===== config.mk =====
export PLATFORM = sky130hd
export DESIGN_NAME = lab3_mem_cache_bank_router
export DESIGN_NICKNAME = d
export VERILOG_FILES = /design/src/rtl/lab3_mem_pkg.sv /design/src/rtl/lab3_mem_bank_order_queue.sv /design/src/rtl/lab3_mem_cache_bank_router.sv
export SDC_FILE = /design/constraint.sdc
export NUM_CORES = 1
export LEC_CHECK = 0
export ABC_AREA = 1
export CAP_MARGIN = 30
export CORE_AREA = 4 4 147 149
export CTS_BUF_LIST = sky130_fd_sc_hd__clkbuf_4
export DETAILED_ROUTE_END_ITERATION = 8
export DIE_AREA = 0 0 151 153
export DONT_BUFFER_PORTS = 1
export HOLD_SLACK_MARGIN = 0.1
export PLACE_DENSITY = 0.3
export RECOVER_POWER = 25
export SYNTH_ARGS = -nofsm -noshare
export SYNTH_HDL_FRONTEND = slang
export SYNTH_SLANG_ARGS = --single-unit

===== constraint.sdc =====
create_clock -name clk -period 2.2 [get_ports clk]
set_input_delay 0.11 -clock clk [delete_from_list [all_inputs] [get_ports clk]]
set_output_delay 0.11 -clock clk [all_outputs]
set_load 0.01 [all_outputs]

===== src/rtl/lab3_mem_pkg.sv =====
// Shared memory message definitions for the two-bank cache slice.
// Holds request/response structs, bank ID type and bank count.
package lab3_mem_pkg;

    localparam int c_num_banks = 2;

    typedef logic [0:0] bank_id_t;

    typedef enum logic [2:0] {
        c_mem_read  = 3'd0,
        c_mem_write = 3'd1,
        c_mem_init  = 3'd2
    } mem_type_t;

    typedef struct packed {
        mem_type_t   type_;
        logic [7:0]  opaque;
        logic [31:0] addr;
        logic [1:0]  len;
        logic [31:0] data;
    } mem_req_4B_t;

    typedef struct packed {
        mem_type_t   type_;
        logic [7:0]  opaque;
        logic [1:0]  test;
        logic [1:0]  len;
        logic [31:0] data;
    } mem_resp_4B_t;

endpackage


===== src/rtl/lab3_mem_bank_order_queue.sv =====
// FIFO of bank IDs recording which bank owns each outstanding request.
// Ports: clk, reset (async low), push/push_id, pop, full, empty, head_id.
module lab3_mem_bank_order_queue
    import lab3_mem_pkg::*;
#(
    parameter int p_depth = 4
) (
    input  logic     clk,
    input  logic     reset,
    input  logic     push,
    input  bank_id_t push_id,
    input  logic     pop,
    output logic     full,
    output logic     empty,
    output bank_id_t head_id
);

    localparam int c_aw = $clog2(p_depth);
    localparam logic [c_aw:0] c_full_cnt = (c_aw + 1)'(p_depth);

    bank_id_t        entries [p_depth];
    logic [c_aw-1:0] head;
    logic [c_aw-1:0] tail;
    logic [c_aw:0]   count;

    assign full    = (count == c_full_cnt);
    assign empty   = (count == '0);
    assign head_id = entries[head];

    // Depth is a power of two, so pointers wrap by natural overflow.
    always_ff @(posedge clk or negedge reset) begin
        if (!reset) begin
            head  <= '0;
            tail  <= '0;
            count <= '0;
        end else begin
            if (push) tail <= tail + 1'b1;
            if (pop)  head <= head + 1'b1;
            case ({push, pop})
                2'b10:   count <= count + 1'b1;
                2'b01:   count <= count - 1'b1;
                default: count <= count;
            endcase
        end
    end

    // Storage needs no reset: entries are only read while non-empty.
    always_ff @(posedge clk) begin
        if (push) entries[tail] <= push_id;
    end

endmodule


===== src/rtl/lab3_mem_cache_bank_router.sv =====
// Steers processor requests to one of two cache banks by an address bit
// and returns bank responses in original request order.
// Ports: procreq/procresp (processor side), bankreq/bankresp (per bank).
module lab3_mem_cache_bank_router
    import lab3_mem_pkg::*;
#(
    parameter int p_bank_bit   = 4,
    parameter int p_ordq_depth = 4
) (
    input  logic                   clk,
    input  logic                   reset,

    input  logic                   procreq_val,
    output logic                   procreq_rdy,
    input  mem_req_4B_t            procreq_msg,

    output logic                   procresp_val,
    input  logic                   procresp_rdy,
    output mem_resp_4B_t           procresp_msg,

    output logic [c_num_banks-1:0] bankreq_val,
    input  logic [c_num_banks-1:0] bankreq_rdy,
    output mem_req_4B_t            bankreq_msg0,
    output mem_req_4B_t            bankreq_msg1,

    input  logic [c_num_banks-1:0] bankresp_val,
    output logic [c_num_banks-1:0] bankresp_rdy,
    input  mem_resp_4B_t           bankresp_msg0,
    input  mem_resp_4B_t           bankresp_msg1
);

    bank_id_t req_bank;
    bank_id_t head_id;
    logic     full;
    logic     empty;
    logic     push;
    logic     pop;

    assign req_bank     = procreq_msg.addr[p_bank_bit];
    assign bankreq_msg0 = procreq_msg;
    assign bankreq_msg1 = procreq_msg;

    // Ready terms use only bank readiness and queue state, never the
    // matching valid, so no handshake loop forms through this stage.
    always_comb begin
        bankreq_val  = '0;
        bankresp_rdy = '0;
        procreq_rdy  = bankreq_rdy[req_bank] & ~full;
        bankreq_val[req_bank] = procreq_val & ~full;
        procresp_val = ~empty & bankresp_val[head_id];
        bankresp_rdy[head_id] = ~empty & procresp_rdy;
        procresp_msg = (head_id == 1'b1) ? bankresp_msg1 : bankresp_msg0;
    end

    assign push = procreq_val & procreq_rdy;
    assign pop  = procresp_val & procresp_rdy;

    lab3_mem_bank_order_queue #(
        .p_depth (p_ordq_depth)
    ) u_ordq (
        .clk     (clk),
        .reset   (reset),
        .push    (push),
        .push_id (req_bank),
        .pop     (pop),
        .full    (full),
        .empty   (empty),
        .head_id (head_id)
    );

endmodule


Word-level counts from Yosys, hierarchy flattened
Memories as Yosys holds them, arrays and structs flattened.
Index checks and enable logic that the tools add are counted.
- RAM bits: 4
- input port bits: 179
- register bits after elaboration: 7
- output and inout port bits: 207
- memories: 1
- logic and storage cells: 41
- eq/ne operators: 3
- magnitude comparators: 4
- reduce and logical (&&, ||, !) cells: 4
- mux-type cells: 12
- bitwise gates (word level): 10
- add/subtract/negate cells: 4
- memory list (name ; words ; width ; read ports ; clocked after memory_dff ; wr ports ; RTL line ; RTL):
    u_ordq.entries ; 4 ; 1 ; 1 ; 0 ; 1 ; lab3_mem_bank_order_queue.sv:21 ; bank_id_t entries [p_depth];
- operators by type and width (kind ; count):
    47-bit 2-to-1 mux ; 1
    1-bit 2-to-1 mux ; 8
    1-bit AND ; 6
    3-bit one-hot mux with 2 select lines ; 1
    2-bit by 1-bit adder with 2-bit output, second input constant ; 2
    2-bit AND ; 2
    1-bit by 2-bit less-than comparator with 1-bit output, second input constant ; 2
    3-bit by 1-bit adder with 3-bit output, second input constant ; 1
    3-bit equality test, second input constant ; 1
    3-bit logical NOT ; 1
    3-bit by 1-bit subtractor with 3-bit output, second input constant ; 1
    1-bit demux with 1-bit select ; 2
    2-bit by 1-bit equality test with 1-bit output, second input constant ; 1
    2-bit equality test, second input constant ; 1
    1-bit greater-or-equal comparator, second input constant ; 2
    1-bit logical AND ; 2
    1-bit inverter ; 2
    2-bit nonzero test ; 1

Logic depth before layout (Yosys ltp)
Gate-level depths: netlist of run 1.
An unclocked memory read counts as a cell.
- word-level depth: 7
- mapped depth: 13
- gate-level depth less buffers: 13

By module
From an unflattened synthesis of run 1, not the netlist that was laid out.
- cell total of the unflattened synthesis: 390
- area total of the unflattened synthesis: 2438.6 um^2
- modules (own cells, without submodules) (module ; cells each ; instances ; area each (um^2) ; seq. area each (um^2)):
    lab3_mem_cache_bank_router ; 330 ; 1 ; 1861.8 ; 0.0
    lab3_mem_bank_order_queue ; 60 ; 1 ; 576.8 ; 295.3

Worst setup path before layout of run 1
OpenSTA, ideal clock, no wires.
- path type: register to register
- start point: reg u_ordq.count[0]
- end point: reg u_ordq.count[2]
- buffers on the path: 0
- arrival: 1904 ps
- stages on the path, launching flop included: 10
- clock period less this slack: 2035 ps
- slack: 165 ps
- data required time: 2069 ps
- library setup time: 131 ps
- path through: dfrtp_1 o31ai_1 nor2_1 inv_1 ha_1 inv_1 fa_1 a21oi_1 o21ai_0 xor2_1
- cells in the longest elaborated chain, start to end: 6
- elaborated cells between the ends (all ways): 14
- RTL lines (element ; RTL line ; RTL):
    start, declared ; lab3_mem_bank_order_queue.sv:24 ; logic [c_aw:0] count;
    start signal, assigned ; lab3_mem_bank_order_queue.sv:40 ; 2'b10: count <= count + 1'b1;
    start signal, assigned ; lab3_mem_bank_order_queue.sv:41 ; 2'b01: count <= count - 1'b1;
    start signal, assigned ; lab3_mem_bank_order_queue.sv:42 ; default: count <= count;
    3-bit equality test or 3-bit logical NOT (tied branches) ; lab3_mem_bank_order_queue.sv:26, lab3_mem_bank_order_queue.sv:27 ;
    1-bit inverter, on equally long branches ; lab3_mem_cache_bank_router.sv:48, lab3_mem_cache_bank_router.sv:50 ;
    1-bit AND, on equally long branches ; lab3_mem_cache_bank_router.sv:48, lab3_mem_cache_bank_router.sv:50 ;
    1-bit AND, on equally long branches ; lab3_mem_cache_bank_router.sv:55, lab3_mem_cache_bank_router.sv:56 ;
    2-bit by 1-bit equality test with 1-bit output or 2-bit equality test (tied branches) ; lab3_mem_bank_order_queue.sv:39 ; case ({push, pop})
    3-bit one-hot mux with 2 select lines or 2-bit nonzero test (tied branches) ; n/a ;
Parallel ways exist; a longest one is shown, timed or not.
A chain may end at the register's enable or synchronous reset.

Final worst setup path of run 1
- start point: reg u_ordq.count[2]
- end point: reg u_ordq.count[2]
The elaborated chain is that of the path after synthesis.

==> summary.txt, run 1 <==
CTS
  – Clk buf depth: 2
  – TritonCTS buffer count: 3
  – Clock root buffer: clkbuf_4
  – H-tree lvl count: 1
  – Clock transition at path regs: 80 ps
  – CTS tree: built
  – Clk Latency, worst-skew pair: 270 ps
  – CTS sink cnt: 11

Global routing
  – Antenna violations before repair: 0
  – GRT Total Usage: 5.93%
  – Grt ovf: 0
  – First-pass GRT wire length: 10.4 mm
  – Largest net degree at the start of global routing: 49
  – Vias in the first global route: 1653

Worst setup path
  – Top cell family by delay on the critical path: adder cells
  – Critical path arrival: 2250 ps
  – RR Startpoint: u_ordq.count[2]
  – Kind of critical path: register to register
  – CP endpoint: u_ordq.count[2]
  – Reg2reg end: u_ordq.count[2]
  – Critical path buffers and inverters: 3
  – CP Launch Point: u_ordq.count[2]
  – Worst EP required: 2360 ps
  – Critical-path top delay cell: fa_2
  – Worst setup EP type: register
  – Worst-path fanout max: 4
  – Reg-to-reg slack, setup: 110 ps
  – Most used cell along the critical path: inv_1
  – CP startpoint kind: register
  – Max incr delay on CP: 370 ps
  – Critical Path Stages: 10
  – Critical path, cell by cell: inv_1 -> o31ai_1 -> nor2_1 -> inv_1 -> ha_2 -> inv_2 -> fa_2 -> a21oi_2 -> o21ai_2 -> xor2_1
  – Worst R2R Path Depth: 10

Detailed routing
  – Routed WL: 7.89 mm
  – Total iterations of the first detailed-routing run: 4
  – Routed vias: 1627
  – Routed Antenna Nets: 0
  – DRC viols: 0
  – Vias/cell: 3.16
  – Starting DRT DRC Count: 86
  – Routed WL per cell: 15.3 um

Floorplanning
  – Die Y: 153 um
  – Die area: 23100 um2
  – Row cnt: 52
  – Starting Density: 12.2%
  – Die width: 151 um
  – I/O pin total: 386
  – Core Area: 20200 um2

Power and ir drop
  – Pwr/cell area: 1440 nW/um2
  – Leakage: 0.867 nW
  – Max VDD drop: 503 uV

Synth
  – Netlist cell types: 22
  – Yosys top cell area share: 46.9%
  – Area of the mapped netlist: 2470 um2
  – Yosys top cell by area: buf_4
  – Synth warn: 0
  – Syn nets: 578
  – Syn Area/Cell: 6.28 um2
  – Gate Count Post-Synth: 393
  – Dominant cells by area after synthesis: buf_4, nand2_1, dfrtp_1, edfxtp_1, inv_1
  – FF+latch count, synth: 11
  – Sequential area share after synthesis: 12.0%

Timing
  – Max_slew headroom: 63.5%
  – Final hold vios: 0
  – Max frequency: 0.478 GHz
  – Max Slew Vio Count: 0
  – # setup viols final: 0
  – Worst Skew: 4.30 ps
  – Fin crit share: 95.2%
  – Worst Tran Pin Value: 548 ps
  – Tmin final: 2090 ps
  – Worst setup margin: 106 ps

Cells and area
  – Antenna cells: 0
  – Layout cells sized above 1: 11.8%
  – # nets final: 431
  – Area delta synth->final: -30.2%
  – Final Non-Filler Cells: 515

Placed design
  – Port bufs: 0
  – Post-detail-place hpwl: 6.69 mm
  – Final GP Congestion: 0.749
  – Pre-CTS WS: 88.5 ps
  – Inst Count DP: 504

Worst hold path
  – Worst hold path class: input pin to async pin

Run status
  – Outcome: finished, final reports clean

Flow run
  – Max Cap Violations: 0
stage by stage:
stage	util [%]	power, W	instance area (um2)	TNS (ps)	hold slack (ps)
2_1_floorplan	-	0.00215	2470	0	-186
3_3_place_gp	7.94	0.00226	1600	0	-185
3_5_place_dp	7.94	0.00227	1600	0	-185
4_1_cts	8.23	0.00243	1660	0	180
5_1_grt	8.54	0.00273	1720	-0.622	187
6_report	8.54	0.00247	1720	0	184
final cells by class:
| class | count | area (um2) |
|---|---|---|
| Sequential cell | 11 | 295 |
| Tap cell | 270 | 338 |
| Timing Repair Buffer | 12 | 97.6 |
| Inverter | 20 | 75.1 |
| Clock buffer | 3 | 22.5 |
| Multi-Input combinational cell | 198 | 888 |
| Fill cell | 2429 | 18400 |
| Clock inverter | 1 | 5.00 |
worst min-delay path by stage:
| stage | startpoint | end | slack, ps | cells past startpoint |
|---|---|---|---|---|
| detailed placement | reset | u_ordq.count[1] | -190 | 0 |
| global placement | reset | u_ordq.count[1] | -190 | 0 |
| finish | reset | u_ordq.count[1] | 180 | 1 |
| global route | reset | u_ordq.tail[0] | 190 | 1 |
| CTS | bankresp_val[0] | u_ordq.head[1] | 180 | 5 |
| floorplan | reset | u_ordq.count[0] | -190 | 0 |
layout by cell type, fill, tap and decap left out:
master         count
nand3_1            2
inv_2              3
nand2_4            1
o31ai_1            1
buf_4              9
a21oi_2            1
dfrtp_1            7
xnor2_1            1
nor2_2             1
ha_1               4
dlygate4sd3_1      3
clkinv_2           1
o21ai_0            2
o21ai_2            1
xor2_1             2
nand4_1            2
a31oi_1            1
nand2_2            4
edfxtp_1           4
inv_1             17
clkbuf_4           3
fa_2               1
nand3_2            3
ha_2               1
nand2_1          157
nor2_1            13
cell usage after synthesis:
library cell	count
buf_2	4
o21ai_0	3
nand2_2	2
nor2_2	1
edfxtp_1	4
buf_6	6
buf_4	154
dfrtp_1	7
a21oi_1	1
inv_2	2
xor2_1	2
nor2_1	13
nand3_1	4
o31ai_1	1
fa_1	1
nand3_2	1
xnor2_1	1
inv_1	18
a31oi_1	1
nand4_1	2
nand2_1	160
ha_1	5
report_power, final:
group	switching, W	internal (W)
clock	0.0000718	0.0000671
sequential	0.0000634	0.000291
combinational	0.00148	0.000499
total	0.00162	0.000856
layer usage:
| metal | up-vias | track usage (%) | share of wire [%] |
|---|---|---|---|
| li1 | 723 | - | - |
| met1 | 674 | 6.34 | 33 |
| met2 | 177 | 8.53 | 44 |
| met3 | 51 | 4.50 | 19 |
| met4 | 2 | 2.55 | 3.7 |
| met5 | - | 1.96 | 0.76 |
kinds of logic after synthesis:
logic type | Yosys count | synth area share [%]
buffers and inverters | 184 | 53.4
AND/OR/NAND/NOR | 183 | 28.8
XOR/XNOR | 3 | 1.07
adder cells (fa/ha/maj) | 6 | 3.35
AO/OA/AOI/OAI | 6 | 1.37
flip-flops | 11 | 12.0
sequential cells by signal, indices dropped and copies added, names as in the netlist:
register        count
u_ordq.count        3
u_ordq.entries      4
u_ordq.head         2
u_ordq.tail         2
timing repair:
action / CTS / global route
gates resized for setup: 0 / 11
endpoints found under the setup margin: 0 / 1
endpoints found under the hold margin: 13 / 0
hold buffers: 3 / 0
setup buffers: 0 / 4
Note: power is estimated with default switching activity, not from simulation.
==> run 2: changes to the inputs <==
--- a/config.mk
+++ b/config.mk
@@ -7,4 +7,5 @@
 export LEC_CHECK = 0
 export ABC_AREA = 1
+export ABC_CLOCK_PERIOD_IN_PS = 2200
 export CAP_MARGIN = 30
 export CORE_AREA = 4 4 147 149
==> constraint.sdc (replaced) <==
create_clock -name clk -period 2.2 [get_ports clk]
set_input_delay 0.44 -clock clk [delete_from_list [all_inputs] [get_ports clk]]
set_output_delay 0.44 -clock clk [all_outputs]
set_load 0.01 [all_outputs]
==> run 2 against run 1 <==
Net effect: global-route usage barely moved; final cell count fell by 0.58%; worst hold slack better by 85 ps.
==> summary.txt, run 2 (synthesis results as in run 1) <==
Floorplanning
  – I/O pin total: 386 (unchanged)
  – Die width: 151 um (unchanged)
  – Die Y: 153 um (unchanged)
  – Die area: 23100 um2 (unchanged)
  – Starting Density: 12.2% (unchanged)
  – Core Area: 20200 um2 (unchanged)
  – Row cnt: 52 (unchanged)

Power and ir drop
  – Clk pwr share: 5.6% (about the same)
  – Max VDD drop: 484 uV (-3.7%)
  – Switching part of the total: 64.6% (-0.76 points)
  – Internal Pwr Total: 0.000880 W (+2.7%)
  – Power Total: 0.00249 W (+0.51%)
  – Sequential Power Share: 14.4% (about the same)
  – Leakage: 0.854 nW (-1.5%)
  – Psw: 0.00161 W (-0.66%)
  – Power share of the combinational group: 80.0% (about the same)
  – Pwr/cell area: 1470 nW/um2 (+2.2%)

Timing
  – Setup TNS: 0 ps (unchanged)
  – Final hold vios: 0 (unchanged)
  – Worst Tran Pin Value: 367 ps (-181 ps)
  – Fin crit share: 94.7% (-0.45 points)
  – Max_slew headroom: 75.5% (+12 points)
  – Worst Skew: 4.31 ps (+0.0123 ps)
  – Tmin final: 2080 ps (-9.93 ps)
  – Max Slew Vio Count: 0 (unchanged)
  – Max frequency: 0.480 GHz (+0.48%)
  – RSZ-0062 raised after global routing: yes
  – Hold_ws: 269 ps (+85.3 ps)
  – # setup viols final: 0 (unchanged)

Cells and area
  – Final Non-Filler Cells: 512 (-0.58%)
  – Area delta synth->final: -31.4%
  – Antenna cells: 0 (unchanged)
  – Final instance area: 1690 um2 (-1.7%)
  – Largest register by flop count: u_ordq.entries
  – Layout cells sized above 1: 9.09% (-2.7 points)
  – # nets final: 428 (-0.70%)
  – Commonest cells after routing, fill and taps aside: nand2_1, inv_1, nor2_1
  – Number of flip-flops under the largest register name: 4 (unchanged)
  – Commonest non-fill, non-tap cell in the layout: nand2_1
  – Leading registers by flop count: u_ordq.entries (4), u_ordq.count (3)

CTS
  – Clock transition at path regs: 80 ps (about the same)
  – H-tree lvl count: 1 (unchanged)
  – TritonCTS buffer count: 3 (unchanged)
  – Clk Latency, worst-skew pair: 270 ps (about the same)
  – CTS tree: built
  – Clk buf depth: 2 (unchanged)
  – Clock root buffer: clkbuf_4
  – CTS sink cnt: 11 (unchanged)

Worst setup path
  – Worst EP required: 2350 ps (about the same)
  – Worst-path fanout max: 4 (unchanged)
  – Critical path arrival: 2240 ps (about the same)
  – Worst setup EP type: register
  – Kind of critical path: register to register
  – CP startpoint kind: register
  – Reg-to-reg slack, setup: 120 ps (about the same)

Detailed routing
  – Starting DRT DRC Count: 88 (+2.3%)
  – DRC viols: 0 (unchanged)
  – Routed WL per cell: 15.5 um (+1.3%)
  – Routed WL: 7.94 mm (+0.67%)
  – Routed vias: 1595 (-2.0%)
  – Routed Antenna Nets: 0 (unchanged)
  – Vias/cell: 3.12 (-1.4%)
  – Total iterations of the first detailed-routing run: 4 (unchanged)

Placed design
  – Port bufs: 0 (unchanged)
  – Inst Count DP: 506 (+0.40%)
  – Post-detail-place hpwl: 6.68 mm (-0.11%)
  – Dpl cell area: 1620 um2 (+0.94%)
  – Final GP Congestion: 0.749 (about the same)

Global routing
  – Vias in the first global route: 1577 (-4.6%)
  – Largest net degree at the start of global routing: 49 (unchanged)
  – Grt ovf: 0 (unchanged)
  – First-pass GRT wire length: 10.4 mm (about the same)
  – Antenna violations before repair: 0 (unchanged)
  – GRT Total Usage: 5.94% (about the same)

Worst hold path
  – Worst hold path class: input pin to register

Flow run
  – Max Cap Violations: 0 (unchanged)

Run status
  – Outcome: finished, final reports clean
## run 2: changes by cell type in the layout (fill, tap and decap cells not counted), moves of 2 or more
cell | previous run | this run
buf_4 | 9 | 6
dlygate4sd3_1 | 3 | 1
nand2_1 | 157 | 159
nand3_1 | 2 | 4
nand3_2 | 3 | 1
## run 2: power groups by stage
stage          Sequential, W  Clock [W]  Combinational (W)
3_3_place_gp        0.000358          0            0.00193
6_report            0.000357   0.000140            0.00199
5_1_grt             0.000369   0.000161            0.00224
4_1_cts             0.000355   0.000149            0.00198
2_1_floorplan       0.000346          0            0.00181
3_5_place_dp        0.000359          0            0.00195
## run 2: worst paths after layout
path | startpoint | end | cells past startpoint
worst max-delay path | u_ordq.head[0] | u_ordq.count[2] | 13
min in group asynchronous | reset | u_ordq.count[2] | 1
worst min-delay path | procreq_msg[38] | u_ordq.entries[3] | 0
worst min register to register | u_ordq.count[0] | u_ordq.count[0] | 1
worst max register to register | u_ordq.head[0] | u_ordq.count[2] | 13
max in group asynchronous | reset | u_ordq.head[0] | 1
## run 2: what timing repair did
item,CTS,global route
cloned,0,0
pin swaps,0,0
resized for setup,2,7
hold buffers,1,0
setup buffers,0,1
endpoints found under the setup margin,31,30
hold endpoints to repair,7,0
## run 2: critical path, cell delays in order (launching register included)
cell,delay [ps]
dfrtp_1,410
inv_2,80
nand2_1,70
nand3_1,110
nand2_2,90
nand2_2,90
nand4_1,120
inv_1,90
ha_1,130
inv_1,70
fa_2,350
a21oi_2,130
o21ai_1,80
xor2_1,150
## run 2: metrics by stage
stage | setup WS, ps | utilization [%]
2_1_floorplan | 165 | -
3_3_place_gp | 119 | 8.01
3_5_place_dp | 88.1 | 8.01
4_1_cts | 14.4 | 8.24
5_1_grt | -52.5 | 8.39
6_report | 116 | 8.39
## run 2: metal layers
layer | GRT usage [%] | wire, um | vias up
li1 | - | - | 718
met1 | 6.48 | 2690 | 649
met2 | 8.21 | 3390 | 169
met3 | 4.80 | 1500 | 57
met4 | 2.46 | 295 | 2
met5 | 1.96 | 60 | -
## run 2: final cells by class
cell class                 instances  area [um2]
multi-input combinational        198         867
clock buffer                       3        22.5
timing repair buffer               9        90.1
clock inverter                     1        5.00
inverter                          20        75.1
sequential                        11         295
tap                              270         338
fill                            2436       18500
